==> config.mk <==
export PLATFORM = sky130hd
export DESIGN_NAME = als_error_monitor_flat
export DESIGN_NICKNAME = d
export VERILOG_FILES = /design/src/rtl/als_pkg.sv /design/src/rtl/als_error_monitor_if.sv /design/src/rtl/als_err_dist.sv /design/src/rtl/als_error_monitor.sv /design/src/flat_wrapper.sv
export SDC_FILE = /design/constraint.sdc
export NUM_CORES = 1
export LEC_CHECK = 0
export CAP_MARGIN = 20
export CORE_MARGIN = 3
export CORE_UTILIZATION = 55
export DETAILED_ROUTE_END_ITERATION = 7
export GPL_TIMING_DRIVEN = 0
export PLACE_DENSITY_LB_ADDON = 0.12
export SLEW_MARGIN = 0
export SYNTH_ARGS = -nofsm -noshare
export SYNTH_HDL_FRONTEND = slang
export SYNTH_SLANG_ARGS = --single-unit
==> constraint.sdc <==
create_clock -name clk -period 5.1 [get_ports clk]
set_clock_uncertainty 0.05 [all_clocks]
set_input_delay 1.02 -clock clk [delete_from_list [all_inputs] [get_ports clk]]
set_output_delay 1.02 -clock clk [all_outputs]
set_load 0.05 [all_outputs]
==> src/rtl/als_pkg.sv <==
// rtl/als_pkg.sv - shared constants, FSM state and metrics bundle for the ALS error monitor
`timescale 1ns/1ps
package als_pkg;

    localparam int WIDTH_DEF = 16;
    localparam int CNT_W_DEF = 20;
    localparam int ACC_W_DEF = WIDTH_DEF + 1 + CNT_W_DEF;
    localparam int SQ_W_DEF  = 2 * (WIDTH_DEF + 1) + CNT_W_DEF;

    typedef enum logic [1:0] {
        ST_IDLE  = 2'd0,
        ST_RUN   = 2'd1,
        ST_DRAIN = 2'd2,
        ST_DONE  = 2'd3
    } als_state_t;

    // Default-width view of the reported metrics; sq_sum is meaningful only with ALS_MSE_EN.
    typedef struct packed {
        logic [CNT_W_DEF-1:0] err_cnt;
        logic [ACC_W_DEF-1:0] ed_sum;
        logic [WIDTH_DEF:0]   ed_max;
        logic [SQ_W_DEF-1:0]  sq_sum;
    } als_metrics_t;

endpackage

==> src/rtl/als_error_monitor_if.sv <==
// rtl/als_error_monitor_if.sv - operand/result beat stream between adder under test and monitor
`timescale 1ns/1ps
interface als_error_monitor_if
    import als_pkg::*;
#(
    parameter int WIDTH = WIDTH_DEF
) ();

    logic             in_valid;
    logic             in_ready;
    logic [WIDTH-1:0] in0;
    logic [WIDTH-1:0] in1;
    logic [WIDTH:0]   approx_out;

    modport master (
        output in_valid,
        output in0,
        output in1,
        output approx_out,
        input  in_ready
    );

    modport slave (
        input  in_valid,
        input  in0,
        input  in1,
        input  approx_out,
        output in_ready
    );

endinterface

==> src/rtl/als_err_dist.sv <==
// rtl/als_err_dist.sv - S1/S2 datapath: exact sum, absolute error distance, optional square (ALS_MSE_EN)
`timescale 1ns/1ps
module als_err_dist
    import als_pkg::*;
#(
    parameter int WIDTH = WIDTH_DEF
) (
    input  logic                     clk,
    input  logic                     rst,
    input  logic                     beat_valid,
    input  logic [WIDTH-1:0]         in0,
    input  logic [WIDTH-1:0]         in1,
    input  logic [WIDTH:0]           approx_out,
    output logic                     s1_valid,
    output logic                     ed_valid,
    output logic [WIDTH:0]           ed,
    output logic                     ed_nz
`ifdef ALS_MSE_EN
    ,
    output logic [2*(WIDTH+1)-1:0]   ed_sq
`endif
);

    logic [WIDTH:0] exact_q;
    logic [WIDTH:0] approx_q;
    logic [WIDTH:0] diff;

    // S1: the exact model lives here so a different operator only swaps this sum.
    always_ff @(posedge clk) begin
        if (rst) begin
            s1_valid <= 1'b0;
        end else begin
            s1_valid <= beat_valid;
        end
        if (beat_valid) begin
            exact_q  <= {1'b0, in0} + {1'b0, in1};
            approx_q <= approx_out;
        end
    end

    always_comb begin
        diff = '0;
        if (approx_q >= exact_q) begin
            diff = approx_q - exact_q;
        end else begin
            diff = exact_q - approx_q;
        end
    end

    // S2
    always_ff @(posedge clk) begin
        if (rst) begin
            ed_valid <= 1'b0;
        end else begin
            ed_valid <= s1_valid;
        end
        if (s1_valid) begin
            ed    <= diff;
            ed_nz <= |diff;
`ifdef ALS_MSE_EN
            ed_sq <= {{(WIDTH+1){1'b0}}, diff} * {{(WIDTH+1){1'b0}}, diff};
`endif
        end
    end

endmodule

==> src/rtl/als_error_monitor.sv <==
// rtl/als_error_monitor.sv - streaming error-metric accumulator for approximate adders; ALS_MSE_EN adds sq_sum
`timescale 1ns/1ps
module als_error_monitor
    import als_pkg::*;
#(
    parameter int WIDTH = WIDTH_DEF,
    parameter int CNT_W = CNT_W_DEF,
    parameter int ACC_W = WIDTH + 1 + CNT_W
) (
    input  logic                          clk,
    input  logic                          rst,
    als_error_monitor_if.slave            stream,
    input  logic                          start,
    input  logic [CNT_W-1:0]              n_samples,
    output logic                          busy,
    output logic                          done,
    output logic [CNT_W-1:0]              sample_cnt,
    output logic [CNT_W-1:0]              err_cnt,
    output logic [ACC_W-1:0]              ed_sum,
    output logic [WIDTH:0]                ed_max
`ifdef ALS_MSE_EN
    ,
    output logic [2*(WIDTH+1)+CNT_W-1:0]  sq_sum
`endif
);

    als_state_t     state;
    als_state_t     state_next;
    logic [CNT_W-1:0] n_lat;
    logic           room;
    logic           last_beat;
    logic           accept;
    logic           clear;
    logic           done_set;
    logic           s1_valid;
    logic           ed_valid;
    logic [WIDTH:0] ed;
    logic           ed_nz;
`ifdef ALS_MSE_EN
    localparam int SQ_W = 2 * (WIDTH + 1) + CNT_W;
    logic [2*(WIDTH+1)-1:0] ed_sq;
`endif

    assign room      = (sample_cnt < n_lat);
    assign last_beat = (sample_cnt + CNT_W'(1)) == n_lat;
    assign accept    = stream.in_valid && stream.in_ready;

    always_ff @(posedge clk) begin
        if (rst) begin
            state <= ST_IDLE;
        end else begin
            state <= state_next;
        end
    end

    // in_ready derives from state and sample_cnt only, never from in_valid.
    always_comb begin
        state_next      = state;
        stream.in_ready = 1'b0;
        busy            = 1'b0;
        clear           = 1'b0;
        done_set        = 1'b0;
        case (state)
            ST_IDLE, ST_DONE: begin
                if (start) begin
                    state_next = ST_RUN;
                    clear      = 1'b1;
                end
            end
            ST_RUN: begin
                busy            = 1'b1;
                stream.in_ready = room;
                if (stream.in_valid && room && last_beat) begin
                    state_next = ST_DRAIN;
                end
            end
            ST_DRAIN: begin
                busy = 1'b1;
                if (!s1_valid && !ed_valid) begin
                    state_next = ST_DONE;
                    done_set   = 1'b1;
                end
            end
            default: begin
                state_next = ST_IDLE;
            end
        endcase
    end

    always_ff @(posedge clk) begin
        if (rst) begin
            done <= 1'b0;
        end else begin
            done <= done_set;
        end
    end

    als_err_dist #(
        .WIDTH (WIDTH)
    ) u_err_dist (
        .clk        (clk),
        .rst        (rst),
        .beat_valid (accept),
        .in0        (stream.in0),
        .in1        (stream.in1),
        .approx_out (stream.approx_out),
        .s1_valid   (s1_valid),
        .ed_valid   (ed_valid),
        .ed         (ed),
        .ed_nz      (ed_nz)
`ifdef ALS_MSE_EN
        ,
        .ed_sq      (ed_sq)
`endif
    );

    // S3: accumulators. The pipeline is always empty when clear fires.
    always_ff @(posedge clk) begin
        if (rst) begin
            n_lat      <= '0;
            sample_cnt <= '0;
            err_cnt    <= '0;
            ed_sum     <= '0;
            ed_max     <= '0;
`ifdef ALS_MSE_EN
            sq_sum     <= '0;
`endif
        end else if (clear) begin
            n_lat      <= (n_samples == '0) ? CNT_W'(1) : n_samples;
            sample_cnt <= '0;
            err_cnt    <= '0;
            ed_sum     <= '0;
            ed_max     <= '0;
`ifdef ALS_MSE_EN
            sq_sum     <= '0;
`endif
        end else begin
            if (accept) begin
                sample_cnt <= sample_cnt + CNT_W'(1);
            end
            if (ed_valid) begin
                err_cnt <= err_cnt + CNT_W'(ed_nz);
                ed_sum  <= ed_sum + ACC_W'(ed);
                if (ed > ed_max) begin
                    ed_max <= ed;
                end
`ifdef ALS_MSE_EN
                sq_sum  <= sq_sum + SQ_W'(ed_sq);
`endif
            end
        end
    end

endmodule

==> src/flat_wrapper.sv <==
// flat-port wrapper written by rule: the top's interface ports become plain ports
module als_error_monitor_flat import als_pkg::*;
#(
    parameter int WIDTH = WIDTH_DEF,
    parameter int CNT_W = CNT_W_DEF,
    parameter int ACC_W = WIDTH + 1 + CNT_W
)
  (clk, rst, start, n_samples, busy, done, sample_cnt, err_cnt, ed_sum, ed_max, stream_in_valid, stream_in0, stream_in1, stream_approx_out, stream_in_ready);
  als_error_monitor_if #(.WIDTH(WIDTH)) stream_i ();
  input  logic clk;
  input  logic rst;
  input  logic start;
  input  logic [CNT_W-1:0] n_samples;
  output logic busy;
  output logic done;
  output logic [CNT_W-1:0] sample_cnt;
  output logic [CNT_W-1:0] err_cnt;
  output logic [ACC_W-1:0] ed_sum;
  output logic [WIDTH:0] ed_max;
  input wire logic [$bits(stream_i.in_valid)-1:0] stream_in_valid;
  input wire logic [$bits(stream_i.in0)-1:0] stream_in0;
  input wire logic [$bits(stream_i.in1)-1:0] stream_in1;
  input wire logic [$bits(stream_i.approx_out)-1:0] stream_approx_out;
  output wire logic [$bits(stream_i.in_ready)-1:0] stream_in_ready;
  assign stream_i.in_valid = stream_in_valid;
  assign stream_i.in0 = stream_in0;
  assign stream_i.in1 = stream_in1;
  assign stream_i.approx_out = stream_approx_out;
  assign stream_in_ready = stream_i.in_ready;
  als_error_monitor #(.WIDTH(WIDTH), .CNT_W(CNT_W), .ACC_W(ACC_W)) u_core (.clk(clk), .rst(rst), .stream(stream_i), .start(start), .n_samples(n_samples), .busy(busy), .done(done), .sample_cnt(sample_cnt), .err_cnt(err_cnt), .ed_sum(ed_sum), .ed_max(ed_max));
endmodule
==> flow_summary.toml <==
[setup_path]
crit_required_ns = 4.03
cpMostUsedCell = "a21o_1"
worstReg2RegEnd = "u_core.u_err_dist.ed_nz$_DFFE_PP_"
r2r_slack_ns = 1.32
crit_fanout = 6
cp_slowest_cell = "clkdlybuf4s50_1"
cp_slowest_stage_delay_ns = 0.81
reg2reg_depth = 14
crit_chain = "ha_1 -> a21o_1 -> a21o_1 -> a21o_1 -> a21oi_1 -> o211ai_1 -> a221oi_1 -> and2_1 -> clkdlybuf4s50_1"
cp-end-kind = "output pin"
startpoint_type = "register"
cp.arrival_ns = 3.46
regToRegStartpoint = "u_core.u_err_dist.exact_q[1]$_DFFE_PP_"
path_class = "reg -> out"

[worst_hold_path]
hp-start = "u_core.ed_max[7]$_SDFFE_PP0P_"
holdCritPathClass = "reg -> reg"
hold_path_end = "u_core.ed_max[7]$_SDFFE_PP0P_"
min_path_cells = 2

[power_and_ir_drop]
switchingPower_w = 0.00173
pwr-share-clk = 0.285
ir_drop_uv = 214
p_sw_frac = 0.375
leakage_nw = 5.33
cellPowerDensity_nw_per_um2 = 344
power_frac_seq = 0.363
power_w = 0.00462
power_frac_comb = 0.352
p_int_w = 0.00289

[logic_synthesis]
synth.area.top_cells = "dfxtp_1 (22%), edfxtp_1 (14%), ha_1 (13%)"
async_reset_ff_frac = 0
synth-main-ff-cell = "dfxtp_1"
synthAdderAreaFrac = 0.134
avgSynthCellArea_sq_um = 8.82
synthesis.area_sq_um = 10800
muxShareOfSynthArea = 0.0222
synth_top_family_by_area = "simple AND/OR/NAND/NOR gates"
synth_top_cell_by_area = "dfxtp_1"
ys_seq_area_frac = 0.365
ys_ff_latch = 171
synth_edf_count = 52
yosys.area_share.simple = 0.180
synth_compound_area_frac = 0.146
synth_cell_types = 65
synthCells = 1224
syn_nets = 1410
yosys_warnings = 0
synth_xor_xnor_area_share = 0.0973
synth_top_area_frac = 0.221

[drt]
antenna_left = 0
met2WireLength_mm = 12.0
drc = 0
firstDrtPassIters = 5
wl_met3_mm = 1.41
via_per_inst = 5.56
drtIter0Drc = 509
num_vias = 9374
post_drt_wl_per_cell_microns = 15.3
wl_met1_mm = 12.0
routed_wirelength_mm = 25.7
highest_layer = "met4"

[floorplan]
die_w_microns = 146
rows = 50
io_pins = 170
fp.dieH_microns = 146
die-area_sq_um = 21400
coreArea_sq_um = 19000
initial_core_util = 0.568

[job]
cap_violations = 0

[finish]
finalNetCount = 1598
fillers = 1533
area_delta_synth_final_pct = 24.3
final_layout_size_suffix_gt1_frac = 0.0400
antennaDiodeCount = 0

[clock_network]
clockBufferDepth = 2
cts_tree = "done"
post_cts_resized = 0
cts-root-buf = "clkbuf_16"
cts.reportedPaths.clkPinSlew_ns = 0.08
cts_setup_buffers = 0
cts_sinks = 171
htreeDepth = 4
clk_latency_ns = 0.45
hold_buffers = 0
cts_buffers = 17

[grt]
grt_util_all_layers = 0.238
antenna_found_initial = 0
overflow = 0
grt_pass1_wl_mm = 42.7
grt_max_degree = 33
grt_pass1_vias = 8865

[run_status]
outcome = "finished clean"

[timing]
period_minus_slack_ns = 4.53
fmax_mhz = 221
hold_viol = 0
tightest_slew_ns = 0.970
finalSetupTns_ns = 0
finalWorstSetupSlack_ns = 0.574
finalCritPeriodShare = 0.887
slew_headroom = 0.347
drv_slew = 0
rsz0062_at_grt = "false"
setup_viol = 0

[place]
post-place-ws_ns = 0.852
port_buffers = 168
place.gp.congestion = 0.868
dpl.hpwl_mm = 20.0
## worst max-delay path by stage
| stage | to | slack [ns] | cells after the start | from |
|---|---|---|---|---|
| finish | stream_in_ready | 0.57 | 9 | u_core.sample_cnt[13]$_SDFFE_PP0P_ |
| global route | stream_in_ready | 0.32 | 9 | u_core.sample_cnt[13]$_SDFFE_PP0P_ |
| CTS | stream_in_ready | 0.57 | 9 | u_core.sample_cnt[13]$_SDFFE_PP0P_ |
| detailed placement | u_core.u_err_dist.exact_q[16]$_DFFE_PP_ | 0.85 | 14 | stream_in1[0] |
| global placement | u_core.sample_cnt[10]$_SDFFE_PP0P_ | 0.34 | 12 | u_core.sample_cnt[13]$_SDFFE_PP0P_ |
| floorplan | u_core.sample_cnt[10]$_SDFFE_PP0P_ | 1.04 | 12 | u_core.sample_cnt[13]$_SDFFE_PP0P_ |
## per-stage QoR
stage	instance area, sq um	util	cells	hold WS (ns)
after floorplan	10800	-	1224	0.429
after global placement	12800	0.673	1652	0.442
after detailed placement	12800	0.675	1653	0.441
after CTS	13400	0.706	1685	0.458
after global routing	13400	0.706	1685	0.472
final	13400	0.706	1685	0.454
## per-layer routing
metal / GRT usage / vias up
met5: 0 / -
met4: 0.0574 / 0
met3: 0.0413 / 33
met2: 0.400 / 263
met1: 0.322 / 4402
li1: - / 4676
## worst max-delay path, delay by kind of cell, from the launching register on
kind | cells | cell delay (ns)
AO/OA/AOI/OAI | 6 | 1.23
AND/OR/NAND/NOR | 1 | 0.19
flip-flops | 1 | 0.48
buffers and inverters | 1 | 0.81
adder cells (fa/ha/maj) | 1 | 0.30
## cells in the mapped netlist (4+ instances only)
library cell    n
a21o_1         29
o21bai_1        7
nand4_1        27
a21oi_1        62
and3_1         21
dfxtp_1       119
and2_1          9
buf_6           4
o211ai_1        6
nand2b_1        4
fa_1            4
nor3_1         25
or2_2           4
a211oi_1        8
buf_2           6
o31ai_1        16
xnor2_1        52
nand3b_1        4
edfxtp_1       52
xor2_1         68
o21a_1         12
a31oi_1        14
inv_1         101
ha_1          109
nor4_1         10
nor2_1        138
nor2b_1        15
clkbuf_1       35
mux2i_1        24
o21ai_0        55
o2111ai_1       4
and4_1          4
nand3_1        63
nand2_1        69
## cell type report
cell class	count	area (sq um)	share of cell area
multi-input combinational	905	6260	0.467
sequential	171	3940	0.294
timing repair buffer	169	1700	0.127
clock buffer	17	425	0.0317
inverter	101	379	0.0282
tap	260	325	0.0242
buffer	47	215	0.0160
clock inverter	15	169	0.0126
## power by group through the flow
stage / Combinational, W / Clock, W / Sequential, W
floorplan: 0.00113 / 0 / 0.00172
global placement: 0.00157 / 0 / 0.00171
detailed placement: 0.00161 / 0 / 0.00171
CTS: 0.00162 / 0.00133 / 0.00168
global route: 0.00180 / 0.00138 / 0.00169
finish: 0.00163 / 0.00132 / 0.00168
## kinds of logic after synthesis
family / Yosys count
xor+xnor: 120
simple gates: 406
compound gates: 242
mux: 24
fa+ha+maj: 113
buf+inv: 148
flops: 171
## state kept, by name (all words and copies together) (netlist names)
| signal | cells |
|---|---|
| u_core.ed_max | 17 |
| u_core.u_err_dist.ed_nz | 1 |
| u_core.u_err_dist.approx_q | 17 |
| u_core.u_err_dist.ed | 17 |
| u_core.u_err_dist.exact_q | 17 |
| u_core.n_lat | 20 |
| u_core.ed_sum | 37 |
| u_core.state | 2 |
| u_core.err_cnt | 20 |
| u_core.sample_cnt | 20 |
| u_core.u_err_dist.s1_valid | 1 |
| u_core.u_err_dist.ed_valid | 1 |
| u_core.done | 1 |
## placed cells by master (no fill, tap or decap), types with 10 or more instances in the layout
| master | synthesis | final |
|---|---|---|
| o21ai_0 | 55 | 55 |
| nor2_1 | 138 | 138 |
| nand4_1 | 27 | 27 |
| xor2_1 | 68 | 68 |
| nor2b_1 | 15 | 15 |
| clkdlybuf4s50_1 | 0 | 168 |
| edfxtp_1 | 52 | 52 |
| clkbuf_16 | 0 | 17 |
| xnor2_1 | 52 | 52 |
| mux2i_1 | 24 | 24 |
| a21o_1 | 29 | 29 |
| and3_1 | 21 | 21 |
| nor4_1 | 10 | 10 |
| a21oi_1 | 62 | 62 |
| nand3_1 | 63 | 63 |
| ha_1 | 109 | 109 |
| o31ai_1 | 16 | 16 |
| nand2_1 | 69 | 69 |
| inv_1 | 101 | 101 |
| dfxtp_1 | 119 | 119 |
| o21a_1 | 12 | 12 |
| a31oi_1 | 14 | 14 |
| clkbuf_1 | 35 | 35 |
| nor3_1 | 25 | 25 |
(Power assumes the default switching activity.)
